**config.mk**
```make
export PLATFORM = sky130hd
export DESIGN_NAME = dmem_port_arbiter_flat
export DESIGN_NICKNAME = d
export VERILOG_FILES = /design/src/rtl/dmem_port_arbiter_if.sv /design/src/rtl/dmem_port_arbiter.sv /design/src/flat_wrapper.sv
export SDC_FILE = /design/constraint.sdc
export NUM_CORES = 1
export LEC_CHECK = 0
export CAP_MARGIN = 20
export CELL_PAD_IN_SITES_DETAIL_PLACEMENT = 1
export CELL_PAD_IN_SITES_GLOBAL_PLACEMENT = 1
export CORE_MARGIN = 2
export CORE_UTILIZATION = 24
export DETAILED_ROUTE_END_ITERATION = 10
export HOLD_SLACK_MARGIN = 0.06
export PLACE_DENSITY_LB_ADDON = 0.1
export SYNTH_ARGS = -nofsm -noshare
export SYNTH_HDL_FRONTEND = slang
export SYNTH_SLANG_ARGS = --single-unit
```
**constraint.sdc**
```tcl
create_clock -name clk_i -period 1.22 [get_ports clk_i]
set_input_delay 0.244 -clock clk_i [delete_from_list [all_inputs] [get_ports clk_i]]
set_output_delay 0.244 -clock clk_i [all_outputs]
set_load 0.005 [all_outputs]
```
**src/rtl/dmem_port_arbiter_if.sv**
```systemverilog
`default_nettype none
// ============================================================================
//  Module   : dmem_port_arbiter_if
//  Brief    : One requester channel into the data-memory port arbiter.
//  Revision : 1.0 - initial release
// ============================================================================
interface dmem_port_arbiter_if #(
  parameter int ADDR_W = 32,
  parameter int DATA_W = 32
);
  logic              req;
  logic              we;
  logic [2:0]        funct3;
  logic [ADDR_W-1:0] addr;
  logic [DATA_W-1:0] wdata;
  logic              ack;
  logic [DATA_W-1:0] rdata;

  modport master (output req, we, funct3, addr, wdata, input ack, rdata);
  modport slave  (input req, we, funct3, addr, wdata, output ack, rdata);
endinterface
`default_nettype wire

```
**src/rtl/dmem_port_arbiter.sv**
```systemverilog
`default_nettype none
// ============================================================================
//  Module   : dmem_port_arbiter
//  Brief    : Round-robin arbiter sharing the data memory between core and debug.
//  Revision : 1.0 - initial release
// ============================================================================
module dmem_port_arbiter #(
  parameter int ADDR_W = 32,
  parameter int DATA_W = 32
) (
  input  wire                clk_i,
  input  wire                rst_ni,
  dmem_port_arbiter_if.slave c_if,
  dmem_port_arbiter_if.slave d_if,
  output logic               c_stall_o,
  output logic               m_we_o,
  output logic [2:0]         m_funct3_o,
  output logic [ADDR_W-1:0]  m_addr_o,
  output logic [DATA_W-1:0]  m_wdata_o,
  input  wire [DATA_W-1:0]   m_rdata_i,
  output logic               busy_o
);

  typedef enum logic [1:0] {
    IDLE   = 2'd0,
    ACCESS = 2'd1,
    RESP   = 2'd2
  } state_e;

  localparam logic SEL_C = 1'b0;
  localparam logic SEL_D = 1'b1;

  state_e            state_q, state_d;
  logic              last_grant_q, last_grant_d;
  logic              sel_q, sel_d;
  logic              we_q, we_d;
  logic [2:0]        m_funct3_q, m_funct3_d;
  logic [ADDR_W-1:0] m_addr_q, m_addr_d;
  logic [DATA_W-1:0] m_wdata_q, m_wdata_d;
  logic [DATA_W-1:0] c_rdata_q, c_rdata_d;
  logic [DATA_W-1:0] d_rdata_q, d_rdata_d;
  logic              grant_sel;

  always_ff @(posedge clk_i) begin
    if (!rst_ni) begin
      state_q      <= IDLE;
      last_grant_q <= SEL_D;  // so the core wins the first tie
      sel_q        <= SEL_C;
      we_q         <= 1'b0;
      m_funct3_q   <= '0;
      m_addr_q     <= '0;
      m_wdata_q    <= '0;
      c_rdata_q    <= '0;
      d_rdata_q    <= '0;
    end else begin
      state_q      <= state_d;
      last_grant_q <= last_grant_d;
      sel_q        <= sel_d;
      we_q         <= we_d;
      m_funct3_q   <= m_funct3_d;
      m_addr_q     <= m_addr_d;
      m_wdata_q    <= m_wdata_d;
      c_rdata_q    <= c_rdata_d;
      d_rdata_q    <= d_rdata_d;
    end
  end

  always_comb begin
    state_d      = state_q;
    last_grant_d = last_grant_q;
    sel_d        = sel_q;
    we_d         = we_q;
    m_funct3_d   = m_funct3_q;
    m_addr_d     = m_addr_q;
    m_wdata_d    = m_wdata_q;
    c_rdata_d    = c_rdata_q;
    d_rdata_d    = d_rdata_q;
    grant_sel    = (c_if.req && d_if.req) ? ~last_grant_q : d_if.req;

    case (state_q)
      IDLE: begin
        if (c_if.req || d_if.req) begin
          sel_d        = grant_sel;
          last_grant_d = grant_sel;
          we_d         = (grant_sel == SEL_D) ? d_if.we     : c_if.we;
          m_funct3_d   = (grant_sel == SEL_D) ? d_if.funct3 : c_if.funct3;
          m_addr_d     = (grant_sel == SEL_D) ? d_if.addr   : c_if.addr;
          m_wdata_d    = (grant_sel == SEL_D) ? d_if.wdata  : c_if.wdata;
          state_d      = ACCESS;
        end
      end
      ACCESS: begin
        // Read data is captured for stores too; the requester simply ignores it.
        if (sel_q == SEL_D) d_rdata_d = m_rdata_i;
        else                c_rdata_d = m_rdata_i;
        state_d = RESP;
      end
      RESP:    state_d = IDLE;
      default: state_d = IDLE;
    endcase
  end

  // Reset gating kills the write and the ack in the very cycle reset is applied.
  assign m_we_o     = (state_q == ACCESS) && we_q && rst_ni;
  assign c_if.ack   = (state_q == RESP) && (sel_q == SEL_C) && rst_ni;
  assign d_if.ack   = (state_q == RESP) && (sel_q == SEL_D) && rst_ni;
  assign c_if.rdata = c_rdata_q;
  assign d_if.rdata = d_rdata_q;
  assign c_stall_o  = c_if.req && !c_if.ack;
  assign busy_o     = (state_q != IDLE);
  assign m_funct3_o = m_funct3_q;
  assign m_addr_o   = m_addr_q;
  assign m_wdata_o  = m_wdata_q;

endmodule
`default_nettype wire

```
**src/flat_wrapper.sv**
```systemverilog
// flat-port wrapper written by rule: the top's interface ports become plain ports
module dmem_port_arbiter_flat 
#(
  parameter int ADDR_W = 32,
  parameter int DATA_W = 32
)
  (clk_i, rst_ni, c_stall_o, m_we_o, m_funct3_o, m_addr_o, m_wdata_o, m_rdata_i, busy_o, c_if_req, c_if_we, c_if_funct3, c_if_addr, c_if_wdata, c_if_ack, c_if_rdata, d_if_req, d_if_we, d_if_funct3, d_if_addr, d_if_wdata, d_if_ack, d_if_rdata);
  dmem_port_arbiter_if #(.ADDR_W(ADDR_W), .DATA_W(DATA_W)) c_if_i ();
  dmem_port_arbiter_if #(.ADDR_W(ADDR_W), .DATA_W(DATA_W)) d_if_i ();
  input  wire clk_i;
  input  wire rst_ni;
  output logic c_stall_o;
  output logic m_we_o;
  output logic [2:0] m_funct3_o;
  output logic [ADDR_W-1:0] m_addr_o;
  output logic [DATA_W-1:0] m_wdata_o;
  input  wire [DATA_W-1:0] m_rdata_i;
  output logic busy_o;
  input wire logic [$bits(c_if_i.req)-1:0] c_if_req;
  input wire logic [$bits(c_if_i.we)-1:0] c_if_we;
  input wire logic [$bits(c_if_i.funct3)-1:0] c_if_funct3;
  input wire logic [$bits(c_if_i.addr)-1:0] c_if_addr;
  input wire logic [$bits(c_if_i.wdata)-1:0] c_if_wdata;
  output wire logic [$bits(c_if_i.ack)-1:0] c_if_ack;
  output wire logic [$bits(c_if_i.rdata)-1:0] c_if_rdata;
  input wire logic [$bits(d_if_i.req)-1:0] d_if_req;
  input wire logic [$bits(d_if_i.we)-1:0] d_if_we;
  input wire logic [$bits(d_if_i.funct3)-1:0] d_if_funct3;
  input wire logic [$bits(d_if_i.addr)-1:0] d_if_addr;
  input wire logic [$bits(d_if_i.wdata)-1:0] d_if_wdata;
  output wire logic [$bits(d_if_i.ack)-1:0] d_if_ack;
  output wire logic [$bits(d_if_i.rdata)-1:0] d_if_rdata;
  assign c_if_i.req = c_if_req;
  assign c_if_i.we = c_if_we;
  assign c_if_i.funct3 = c_if_funct3;
  assign c_if_i.addr = c_if_addr;
  assign c_if_i.wdata = c_if_wdata;
  assign c_if_ack = c_if_i.ack;
  assign c_if_rdata = c_if_i.rdata;
  assign d_if_i.req = d_if_req;
  assign d_if_i.we = d_if_we;
  assign d_if_i.funct3 = d_if_funct3;
  assign d_if_i.addr = d_if_addr;
  assign d_if_i.wdata = d_if_wdata;
  assign d_if_ack = d_if_i.ack;
  assign d_if_rdata = d_if_i.rdata;
  dmem_port_arbiter #(.ADDR_W(ADDR_W), .DATA_W(DATA_W)) u_core (.clk_i(clk_i), .rst_ni(rst_ni), .c_if(c_if_i), .d_if(d_if_i), .c_stall_o(c_stall_o), .m_we_o(m_we_o), .m_funct3_o(m_funct3_o), .m_addr_o(m_addr_o), .m_wdata_o(m_wdata_o), .m_rdata_i(m_rdata_i), .busy_o(busy_o));
endmodule
```
==> Word-level counts from Yosys, hierarchy flattened <==
Index checks and enable logic that the tools add are counted.
{ "totals": {"ff_bits": 136, "inputBits": 172, "out_inout_bits": 136, "wordCells": 36} }
{ "classes": {"n_eq_ne": 3, "mux": 7, "bitwise": 2, "reduce_logical": 15} }
{ "op_table": {"columns": ["operator", "n"], "rows": [
  ["two-way mux 32 bit", 2],
  ["logical AND 1 bit", 8],
  ["AND reduction 2 bit", 3],
  ["case mux 2 bit (2 select lines)", 1],
  ["two-way mux 3 bit", 1],
  ["== test 2 x 1 -> 1 bit (second input constant)", 1],
  ["== test 2 bit (second input constant)", 1],
  ["zero test 2 bit", 1],
  ["two-way mux 1 bit", 2],
  ["two-way mux 2 bit", 1],
  ["!= test 2 x 1 -> 1 bit (second input constant)", 1],
  ["NOT 1 bit", 2],
  ["nonzero test 2 bit", 1],
  ["zero test 1 bit", 1],
  ["logical OR 1 bit", 1]
]} }

==> Longest topological paths before layout <==
{ "logic_depth": {"word_depth": 5, "depth_mapped": 6, "ltp_nobuf": 4} }

==> Worst setup path before layout <==
No wires, ideal clock.
{ "synth_timing": {"path_kind": "register -> register", "start": "reg u_core.state_q[0]", "end": "reg u_core.c_rdata_q[10], in the netlist u_core.c_if.rdata[10]", "setup_ns": 0.132, "arrival_time_ns": 1.174, "required_time_ns": 1.088, "setup_slack_ns": -0.086, "path_stages_with_launch": 6, "n_path_buf": 2, "period_less_slack_ns": 1.306, "cell_sequence": "dfxtp_1 > or3b_1 > clkbuf_1 > buf_2 > nand2_1 > a21oi_1"} }
{ "synth_via": {"elab_chain_len": 2} }
{ "synth_rtl": {"columns": ["item", "line_no", "rtl"], "rows": [
  ["start, declared", "dmem_port_arbiter.sv:33", "state_e state_q, state_d;"],
  ["start signal, assigned", "dmem_port_arbiter.sv:56", "state_q <= state_d;"],
  ["== test 2 x 1 -> 1 bit", "dmem_port_arbiter.sv:80", "case (state_q)"],
  ["AND reduction 2 bit (no source line)", null, null],
  ["end signal, assigned", "dmem_port_arbiter.sv:63", "c_rdata_q <= c_rdata_d;"],
  ["end, declared", "dmem_port_arbiter.sv:40", "logic [DATA_W-1:0] c_rdata_q, c_rdata_d;"]
]} }
Every way passes these cells.
A chain may end at the register's enable or synchronous reset.

==> Worst setup path after layout <==
{ "layout_timing": {"start": "reg u_core.sel_q", "end": "out c_stall_o"} }
{ "layout_via": {"elab_chain_len": 5} }
{ "layout_rtl": {"columns": ["item", "line_no", "rtl"], "rows": [
  ["start, declared", "dmem_port_arbiter.sv:35", "logic sel_q, sel_d;"],
  ["start signal, assigned", "dmem_port_arbiter.sv:58", "sel_q <= sel_d;"],
  ["NOT 1 bit", "dmem_port_arbiter.sv:105", "assign c_if.ack = (state_q == RESP) && (sel_q == SEL_C) && rst_ni;"],
  ["logical AND 1 bit (2 in a row)", "dmem_port_arbiter.sv:105", null],
  ["zero test 1 bit", "dmem_port_arbiter.sv:109", "assign c_stall_o = c_if.req && !c_if.ack;"],
  ["logical AND 1 bit", "dmem_port_arbiter.sv:109", null],
  ["end, declared", "flat_wrapper.sv:12", "output logic c_stall_o;"]
]} }
Every way passes these cells.

==> run metrics <==
Hold WC Path Type input pin to flip-flop; H-tree depth 4; sequential element share of the synthesized area between 40 and 50%; final cell utilization of the core roughly 50%; Critical R2R Capture u_core.m_addr_o[3]; drt drc 0; Logic pwr share 27.4%; Critical Path RT approximately 0.98 ns; GP Congestion 0.742; Worst setup EP type output pin; Max clock buf depth 2; hpwl dp between 15000 and 20000 um; vias in the first global route around 6700; Syn Inst Count 688; CP Launch Point u_core.sel_q; met1 GRT Util roughly 26%; core area 0.0224 mm2; io pins between 300 and 400; area delta synth->final 111%; CP endpoint c_stall_o; max_cap viols 0; met2 usage between 30 and 40%; WP depth 4; Rows 55; Ys Warns 0; CP max stage cell dfxtp_2; CTS tree yes; simple-gate share of the synthesized area approximately a fifth; WL/cell a little over 20 um; family with the most delay on the worst path flip-flops; worst-skew pair later-pin latency about 0.42 ns; Clk pwr share a little under two fifths; M3 GR Usage about 7.4%; dpl cell area between 0.009 and 0.01 mm2; Worst Reg-to-Reg Cells 9; drt first pass iters 4; Top Usage Layer GRT met2; syn_area_per_cell just under 8 um2; final worst path period share 131%; Seq pwr share ~34%; synthesis-stage register bit count approximately 140; CTS Hold Bufs 0; TritonCTS Sinks about 140; PD cells between 1000 and 1500 mW/mm2; Layout Nets about 1200; worst-margin pin slew approximately 0.50 ns; fillers ~2500; CP max FO 2; vias per cell about 4.8; crit start category flip-flop; largest net degree at the start of global routing 70; r2r setup slk -0.32 ns; chip width approximately 150 um; violated checks setup timing; Setup WS post-layout -0.376 ns; Inst Count DP about 1200; Synth Area in XOR/XNOR 0%; post-synth net total 860; final setup fails roughly 140; Hold Path Stages 3; Arr. time, crit path 1.35 ns; CP max stage delay 0.33 ns; root buffer cell clkbuf_16; Rel. slew slack 66.6%; PortBufs 307; Total GRT Usage 22.4%; initial DRC count 212; post-synthesis compound-gate area fraction 23.7%; Crit Path Category flip-flop to output pin; Mapped Area 0.00545 mm2; Final ANT Viol Nets 0; non-filler cells, final approximately 1400; Worst R2R Start u_core.state_q[1]; die area 0.0239 mm2; Net Sw Power approximately 4.2 mW; Final Skew about 0.0096 ns; final hold violations 0; post-synth cell types 28; mux cell area share after synthesis 0%; Lkg Pwr slightly below 5 nW; Finished Cell Area about 0.011 mm2; Final min period 1.60 ns; Fmax achieved roughly 0.63 GHz; Die Ht roughly 150 um; Pint 10.6 mW; Sw Share approximately 29%; total wire length 27800 um; clock-pin slew on the worst setup and hold paths about 0.06 ns; initial antenna violation count 3; Initial Util between 20% and 30%; Vias 6507; CP Cell Sequence nor4b_4, buf_4, nor2b_1, buf_2; RSZ-0062 raised after global routing true; Peak supply drop ~0.71 mV; first-pass GRT wire length 40500 um; Final Max Slew Viols 0; Congestion Overflow GR 0; total CTS buffers 17; post-synthesis adder-cell area fraction 0%; hold slack final between 0.2 and 0.3 ns; status complete, but fails checks; ratio of cells with drive above 1 in the final layout a little under three fifths; main combinational cell family by area after synthesis compound AO/OA/AOI/OAI gates; Bufs and invs on worst path 2
worst min-delay path, stage by stage:
cell and delay [ns]:
dlygate4sd2_1 0.27, inv_4 0.10, nor3b_4 0.05
power groups by stage:
stage / Clock, mW / Sequential [mW] / Combinational (mW)
2_1_floorplan: 0 / 5.11 / 1.01
3_3_place_gp: 0 / 5.07 / 2.81
3_5_place_dp: 0 / 5.09 / 2.81
4_1_cts: 5.82 / 5.04 / 3.74
5_1_grt: 6.02 / 5.14 / 4.35
6_report: 5.69 / 5.10 / 4.07
how the worst min path moves through the flow:
stage,to,start,slack [ns]
after floorplan,u_core.last_grant_q,rst_ni,0.32
after global placement,u_core.d_if.rdata[27],u_core.d_if.rdata[27],0.44
after detailed placement,u_core.d_if.rdata[22],u_core.d_if.rdata[22],0.45
after CTS,u_core.state_q[1],rst_ni,0.26
after global routing,u_core.state_q[1],rst_ni,0.30
final,u_core.state_q[1],rst_ni,0.29
layer usage:
metal  vias up  routed length [um]
met1      3111               11300
met2       214               13900
li1       3142                   -
met3        38                1870
met4         2                 640
met5         -                  13
layout by cell type (no fill, tap or decap), drive strengths merged, types with 3 or more instances in the layout:
master and count:
buf 203, nor2 3, a21oi 133, nand2 264, bufinv 4, clkdlybuf4s15 7, dfxtp 136, a311oi 68
clkdlybuf4s50 169, inv 7, clkbuf 55
cells in the mapped netlist (all sizes together):
cell type,count,share of area (%)
dfxtp,136,50
a21oi,133,12
nor2,3,0.39
and4b,1,0.18
inv,2,0.14
nand3,2,0.18
buf,38,4.0
nor4b,1,0.16
a21bo,1,0.18
a311oi,68,11
nand3b,1,0.14
nor3b,2,0.37
nor2b,1,0.11
nor3,1,0.092
or3b,1,0.16
clkbuf,27,1.9
or2,1,0.11
nand2,264,18
and2,1,0.11
and3b,1,0.16
o21ai,2,0.18
a21boi,1,0.21
flip-flops by register name, summed over array words and instances, names as in the netlist:
signal	count
u_core.c_if.rdata	32
u_core.m_addr_o	32
u_core.sel_q	1
u_core.last_grant_q	1
u_core.state_q	2
u_core.we_q	1
u_core.m_funct3_o	3
u_core.m_wdata_o	32
u_core.d_if.rdata	32
per-stage QoR:
step | setup WS [ns] | TNS (ns) | total power, mW
4_1_cts | -0.410 | -35.86 | 14.6
3_5_place_dp | -0.933 | -76.05 | 7.90
3_3_place_gp | -0.800 | -73.95 | 7.88
5_1_grt | -0.470 | -40.29 | 15.5
2_1_floorplan | -0.00655 | -0.197 | 6.12
6_report | -0.376 | -32.24 | 14.9
kinds of logic after synthesis:
family,Yosys count
AOI/OAI and AO/OA,205
and+or+nand+nor,280
DFF,136
buffers and inverters,67
timing repair:
action,in CTS,in global routing
cloned,27,2
pin swaps,50,141
endpoints found under the setup margin,270,215
buffers inserted,32,37
resized for setup,610,377
cell type report:
class | instances | area (um2) | area share [%]
Antenna cell | 1 | 2.50 | 0.0218
Inverter | 2 | 12.5 | 0.109
Clock buffer | 20 | 447 | 3.89
Clock inverter | 12 | 188 | 1.63
Tap cell | 285 | 357 | 3.11
Multi-Input combinational cell | 485 | 3510 | 30.6
Timing Repair Buffer | 416 | 4100 | 35.7
Sequential cell | 136 | 2860 | 24.9
No activity file was read; power rests on OpenSTA's default activity.
==> RTL edit 1: new RTL, config.mk and constraints unchanged <==
Take the reset off `m_addr_q`, `m_wdata_q`, `c_rdata_q` and `d_rdata_q` and load them in a clocked block of their own.
--- a/src/rtl/dmem_port_arbiter.sv
+++ b/src/rtl/dmem_port_arbiter.sv
@@ -49,8 +49,4 @@
       we_q         <= 1'b0;
       m_funct3_q   <= '0;
-      m_addr_q     <= '0;
-      m_wdata_q    <= '0;
-      c_rdata_q    <= '0;
-      d_rdata_q    <= '0;
     end else begin
       state_q      <= state_d;
@@ -59,9 +55,12 @@
       we_q         <= we_d;
       m_funct3_q   <= m_funct3_d;
-      m_addr_q     <= m_addr_d;
-      m_wdata_q    <= m_wdata_d;
-      c_rdata_q    <= c_rdata_d;
-      d_rdata_q    <= d_rdata_d;
     end
+  end
+
+  always_ff @(posedge clk_i) begin
+    m_addr_q  <= m_addr_d;
+    m_wdata_q <= m_wdata_d;
+    c_rdata_q <= c_rdata_d;
+    d_rdata_q <= d_rdata_d;
   end
 
Check against the original RTL: not equivalent (Yosys sat finds a counterexample within 4 cycles, from zero or initial values and one cycle with rst_ni low).
==> RTL edit 1 against the original RTL <==
- the run still ends with negative setup slack left
- power is 9.6% lower
- non-clock buffer count is 43 lower
- sequential power is 11% higher
- area after synthesis is 8.5% lower
- wire length is 36% lower
- setup slack better by 0.068 ns
- sequential cell count stayed put
- critical path depth stayed put
- design area is 15% lower
- critical endpoint unchanged
- highest routed layer is now met4
==> RTL edit 1: results (changes against the original RTL) <==
Power and ir drop
The sequential power is 5.67 mW (was 5.10 mW). The power of the combinational group is 2.52 mW (was 4.07 mW).

Global route
The number of global-route vias before repair is 4,240 (was 6,734). The global-route usage over all layers came to 16.2% (was 22.4%). The initial antenna violation count is 0 (was 3). The global-route wire length before repair is 25.7 mm (was 40.5 mm).

Placement
The routability congestion estimate is 0.715 (was 0.742). The worst setup timing slack at the placement stage came to -0.754 ns (was -0.933 ns). The total placed instance area is 0.00896 sq mm (was 0.00900 sq mm).

Status
Run status: finished with violations (unchanged). Failing checks: negative setup slack (unchanged).

Synth
Area contributors post-synth: sky130_fd_sc_hd__edfxtp_1 77%, sky130_fd_sc_hd__mux2_2 14%, sky130_fd_sc_hd__dfxtp_1 3.2% (was sky130_fd_sc_hd__dfxtp_1 50%, sky130_fd_sc_hd__nand2_1 18%, sky130_fd_sc_hd__a21oi_1 12%). The compound-cell area share of the yosys netlist came to 1.63% (was 23.7%). The synthesized net count was 413 (was 860). Leading cell types by count after synthesis: 128 x sky130_fd_sc_hd__edfxtp_1, 64 x sky130_fd_sc_hd__mux2_2, 8 x sky130_fd_sc_hd__dfxtp_1, 6 x sky130_fd_sc_hd__a21oi_1, 5 x sky130_fd_sc_hd__buf_2 (was 264 x sky130_fd_sc_hd__nand2_1, 136 x sky130_fd_sc_hd__dfxtp_1, 133 x sky130_fd_sc_hd__a21oi_1, 68 x sky130_fd_sc_hd__a311oi_1, 27 x sky130_fd_sc_hd__clkbuf_1). The multiplexer fraction of the synthesized cell area is 15.3% (was 0%).

Cells and area
The total number of nets in the final design came to 798 (was 1,230). The number of filler instances in the final layout is 2,050 (was 2,508). The fraction of final layout cells with drive strength greater than 1 was 50.0% (was 55.3%).

Drt
The DRC violation total after the first TritonRoute iteration is 101 (was 212). The highest signal layer in the routed design is met4 (was met5). The routed wire length is 17.8 mm (was 27.8 mm). The total number of vias was 3,783 (was 6,507).

STA
The post-route worst setup slack came to -0.308 ns (was -0.376 ns). The setup TNS is -35.19 ns (was -32.24 ns). The final count of negative-setup-slack endpoints is 201 (was 139).
RTL edit 1: changes by cell type in the layout (fill, tap and decap cells not counted), sizes merged, moves of 7 or more:
| cell | before | now |
|---|---|---|
| a21oi | 133 | 6 |
| edfxtp | 0 | 128 |
| nand2 | 264 | 1 |
| a311oi | 68 | 0 |
| clkinv | 1 | 8 |
| mux2 | 0 | 64 |
| clkdlybuf4s15 | 7 | 0 |
| dfxtp | 136 | 8 |
| clkbuf | 55 | 19 |
RTL edit 1: metal layers:
layer | up-vias | global-route usage (%)
met5 | - | 0
met2 | 205 | 29.3
met1 | 1816 | 17.1
met4 | 0 | 5.48
li1 | 1740 | -
met3 | 22 | 6.29
RTL edit 1: final timing paths:
path	to	slack (ns)	depth (start not counted)
min	u_core.last_grant_q$_SDFFE_PN1P_	0.32	3
max reg2reg	u_core.c_if.rdata[8]$_DFFE_PP_	-0.29	7
max	c_stall_o	-0.31	4
min reg2reg	u_core.we_q$_SDFFE_PN0P_	0.52	2
RTL edit 1: what timing repair did:
item	in CTS	in global routing
resized for setup	595	24
pin swaps	6	7
hold buffers	0	0
setup buffers	25	4
setup endpoints to repair	332	214
gates cloned	17	2
RTL edit 1: area by class of cell:
| class | instances | area (sq um) | share of cell area, % |
|---|---|---|---|
| Tap cell | 270 | 338 | 3.46 |
| Timing Repair Buffer | 373 | 3540 | 36.3 |
| Clock inverter | 14 | 174 | 1.78 |
| Multi-Input combinational cell | 96 | 1270 | 13.0 |
| Clock buffer | 17 | 425 | 4.35 |
| Inverter | 2 | 10.0 | 0.102 |
| Sequential cell | 136 | 4020 | 41.1 |
==> RTL edit 2: new RTL, same settings <==
Without the edit above. `ADDR_W` is set to 32 in 3 places; all go to 48.
--- a/src/rtl/dmem_port_arbiter_if.sv
+++ b/src/rtl/dmem_port_arbiter_if.sv
@@ -6,5 +6,5 @@
 // ============================================================================
 interface dmem_port_arbiter_if #(
-  parameter int ADDR_W = 32,
+  parameter int ADDR_W = 48,
   parameter int DATA_W = 32
 );
--- a/src/rtl/dmem_port_arbiter.sv
+++ b/src/rtl/dmem_port_arbiter.sv
@@ -6,5 +6,5 @@
 // ============================================================================
 module dmem_port_arbiter #(
-  parameter int ADDR_W = 32,
+  parameter int ADDR_W = 48,
   parameter int DATA_W = 32
 ) (
--- a/src/flat_wrapper.sv
+++ b/src/flat_wrapper.sv
@@ -2,5 +2,5 @@
 module dmem_port_arbiter_flat 
 #(
-  parameter int ADDR_W = 32,
+  parameter int ADDR_W = 48,
   parameter int DATA_W = 32
 )
Ports: changed (resized c_if_addr, d_if_addr and m_addr_o); port bits go from 308 to 356. No check against the original RTL was run, so the function may have changed too.
==> RTL edit 2 against the original RTL <==
- the flow still finishes with violations (negative setup slack)
- register-to-register slack worse by 0.04 ns
- setup slack better by 0.019 ns
- wire length is 12% higher
- via count is 11% higher
- sequential cell count is 16 higher
- cell count is 13% higher
- maximum frequency is 1.2% higher
- design area is 5.2% higher
- first-iteration DRC count is 8.5% lower
- area after synthesis is 21% higher
- clock skew is 0.00056 ns lower
- power is 4.1% higher
- critical path type is now register to register
- critical endpoint is now u_core.c_if.rdata[30]$_SDFFE_PN0P_
==> RTL edit 2: results (changes against the original RTL) <==
Synth
Area contributors post-synth: sky130_fd_sc_hd__dfxtp_1 46%, sky130_fd_sc_hd__nand2_1 17%, sky130_fd_sc_hd__a311oi_2 14% (was sky130_fd_sc_hd__dfxtp_1 50%, sky130_fd_sc_hd__nand2_1 18%, sky130_fd_sc_hd__a21oi_1 12%). The synthesized net count is 983 (was 860). Leading cell types by count after synthesis: 296 x sky130_fd_sc_hd__nand2_1, 152 x sky130_fd_sc_hd__dfxtp_1, 149 x sky130_fd_sc_hd__a21oi_1, 60 x sky130_fd_sc_hd__a311oi_2, 32 x sky130_fd_sc_hd__buf_2 (was 264 x sky130_fd_sc_hd__nand2_1, 136 x sky130_fd_sc_hd__dfxtp_1, 133 x sky130_fd_sc_hd__a21oi_1, 68 x sky130_fd_sc_hd__a311oi_1, 27 x sky130_fd_sc_hd__clkbuf_1).

The per-instance average area after synthesis came to 8.43 sq um (was 7.92 sq um).

Global route
The global-route wire length before repair is 43.5 mm (was 40.5 mm). The number of global-route vias before repair is 7,488 (was 6,734). The maximum number of pins on one net before global-route repair is 95 (was 70).

STA
The post-route worst setup slack is -0.356 ns (was -0.376 ns). The final worst hold slack is 0.267 ns (was 0.288 ns). The setup TNS is -38.17 ns (was -32.24 ns). The clock skew after layout is 0.00905 ns (was 0.00961 ns).

The final count of negative-setup-slack endpoints was 155 (was 139).

Placement
The routability congestion estimate is 0.753 (was 0.742). The total of buffers placed on input and output ports came to 355 (was 307). The total placed instance area was 0.0108 sq mm (was 0.00900 sq mm). The HPWL reported at the end of detailed placement came to 19.7 mm (was 15.3 mm).

Power and ir drop
The largest voltage drop on the vdd net is 756 uV (was 713 uV). The leakage component of the power is 4.92 nW (was 4.81 nW). The switching share of total power came to 30.2% (was 28.5%).

Drt
The DRC violation total after the first TritonRoute iteration is 194 (was 212). The total number of vias is 7,226 (was 6,507).

Critical path
The largest fanout of any net on the critical path is 8 (was 2). The worst endpoint data arrival time is 1.87 ns (was 1.35 ns).

Cells and area
The total number of nets in the final design is 1,376 (was 1,230). The fraction of final layout cells with drive strength greater than 1 is 46.3% (was 55.3%). The final instance count without filler cells is 1,529 (was 1,357). The number of filler instances in the final layout is 3,110 (was 2,508).

Status
Failing checks: negative setup slack (unchanged). Run status: finished with violations (unchanged).
-- RTL edit 2: cell types whose count changed in the layout (fill, tap and decap cells not counted), moves of 32 or more --
cell | unedited run | this run
sky130_fd_sc_hd__clkdlybuf4s50_1 | 169 | 201
sky130_fd_sc_hd__a311oi_2 | 28 | 62
sky130_fd_sc_hd__a21oi_1 | 35 | 112
sky130_fd_sc_hd__a21oi_2 | 92 | 33
sky130_fd_sc_hd__nand2_4 | 55 | 17
sky130_fd_sc_hd__nand2_1 | 193 | 261
sky130_fd_sc_hd__buf_2 | 94 | 133
-- RTL edit 2: final timing paths --
check / start / endpoint / depth (start not counted)
worst max register to register: u_core.state_q[1]$_SDFFE_PN0P_ / u_core.c_if.rdata[30]$_SDFFE_PN0P_ / 6
worst min register to register: u_core.d_if.rdata[5]$_SDFFE_PN0P_ / u_core.d_if.rdata[5]$_SDFFE_PN0P_ / 2
worst max-delay path: u_core.state_q[1]$_SDFFE_PN0P_ / u_core.c_if.rdata[30]$_SDFFE_PN0P_ / 6
worst min-delay path: rst_ni / u_core.state_q[1]$_SDFFE_PN0P_ / 3
-- RTL edit 2: kinds of logic (layout without fill, tap and decap cells) --
logic type | count (synthesis) | after routing | synth area share [%]
AO/OA/AOI/OAI | 237 | 237 | 28.7
buffers and inverters | 78 | 484 | 6.27
flip-flops | 152 | 152 | 46.3
other | 0 | 3 | 0
AND/OR/NAND/NOR | 312 | 312 | 18.7
-- RTL edit 2: cell type report --
cell class	instances	area share [%]
sequential	152	26.5
antenna	3	0.0621
tap	341	3.53
clock inverter	15	1.48
multi-input combinational	549	29.3
timing repair buffer	450	35.5
inverter	2	0.104
clock buffer	17	3.52
-- RTL edit 2: critical path: stages, from the launching register on --
cell and delay, ns:
sky130_fd_sc_hd__dfxtp_4 0.37, sky130_fd_sc_hd__buf_12 0.13, sky130_fd_sc_hd__buf_8 0.11, sky130_fd_sc_hd__or3b_4 0.50, sky130_fd_sc_hd__buf_16 0.21, sky130_fd_sc_hd__nand2_4 0.07, sky130_fd_sc_hd__a21oi_2 0.04
-- RTL edit 2: layer usage --
metal	wire, um	share of wire, %	vias up	GRT usage [%]
met5	0	0	-	0
met4	404	1.3	0	5.17
met3	2450	7.9	21	7.67
met2	15900	51	240	35.0
met1	12300	40	3465	21.6
li1	-	-	3500	-
-- RTL edit 2: power by group through the flow --
stage               Clock (mW)  Combinational (mW)  Sequential (mW)
finish                    5.62                4.14             5.71
global route              5.96                4.45             5.76
CTS                       5.78                3.64             5.68
detailed placement           0                3.73             5.73
global placement             0                3.73             5.71
floorplan                    0                1.51             5.75
-- RTL edit 2: repair_timing --
item	4_1_cts	5_1_grt
gates cloned	3	20
resized for setup	742	115
setup buffers	19	8
pin swaps	57	53
setup endpoints to repair	302	187
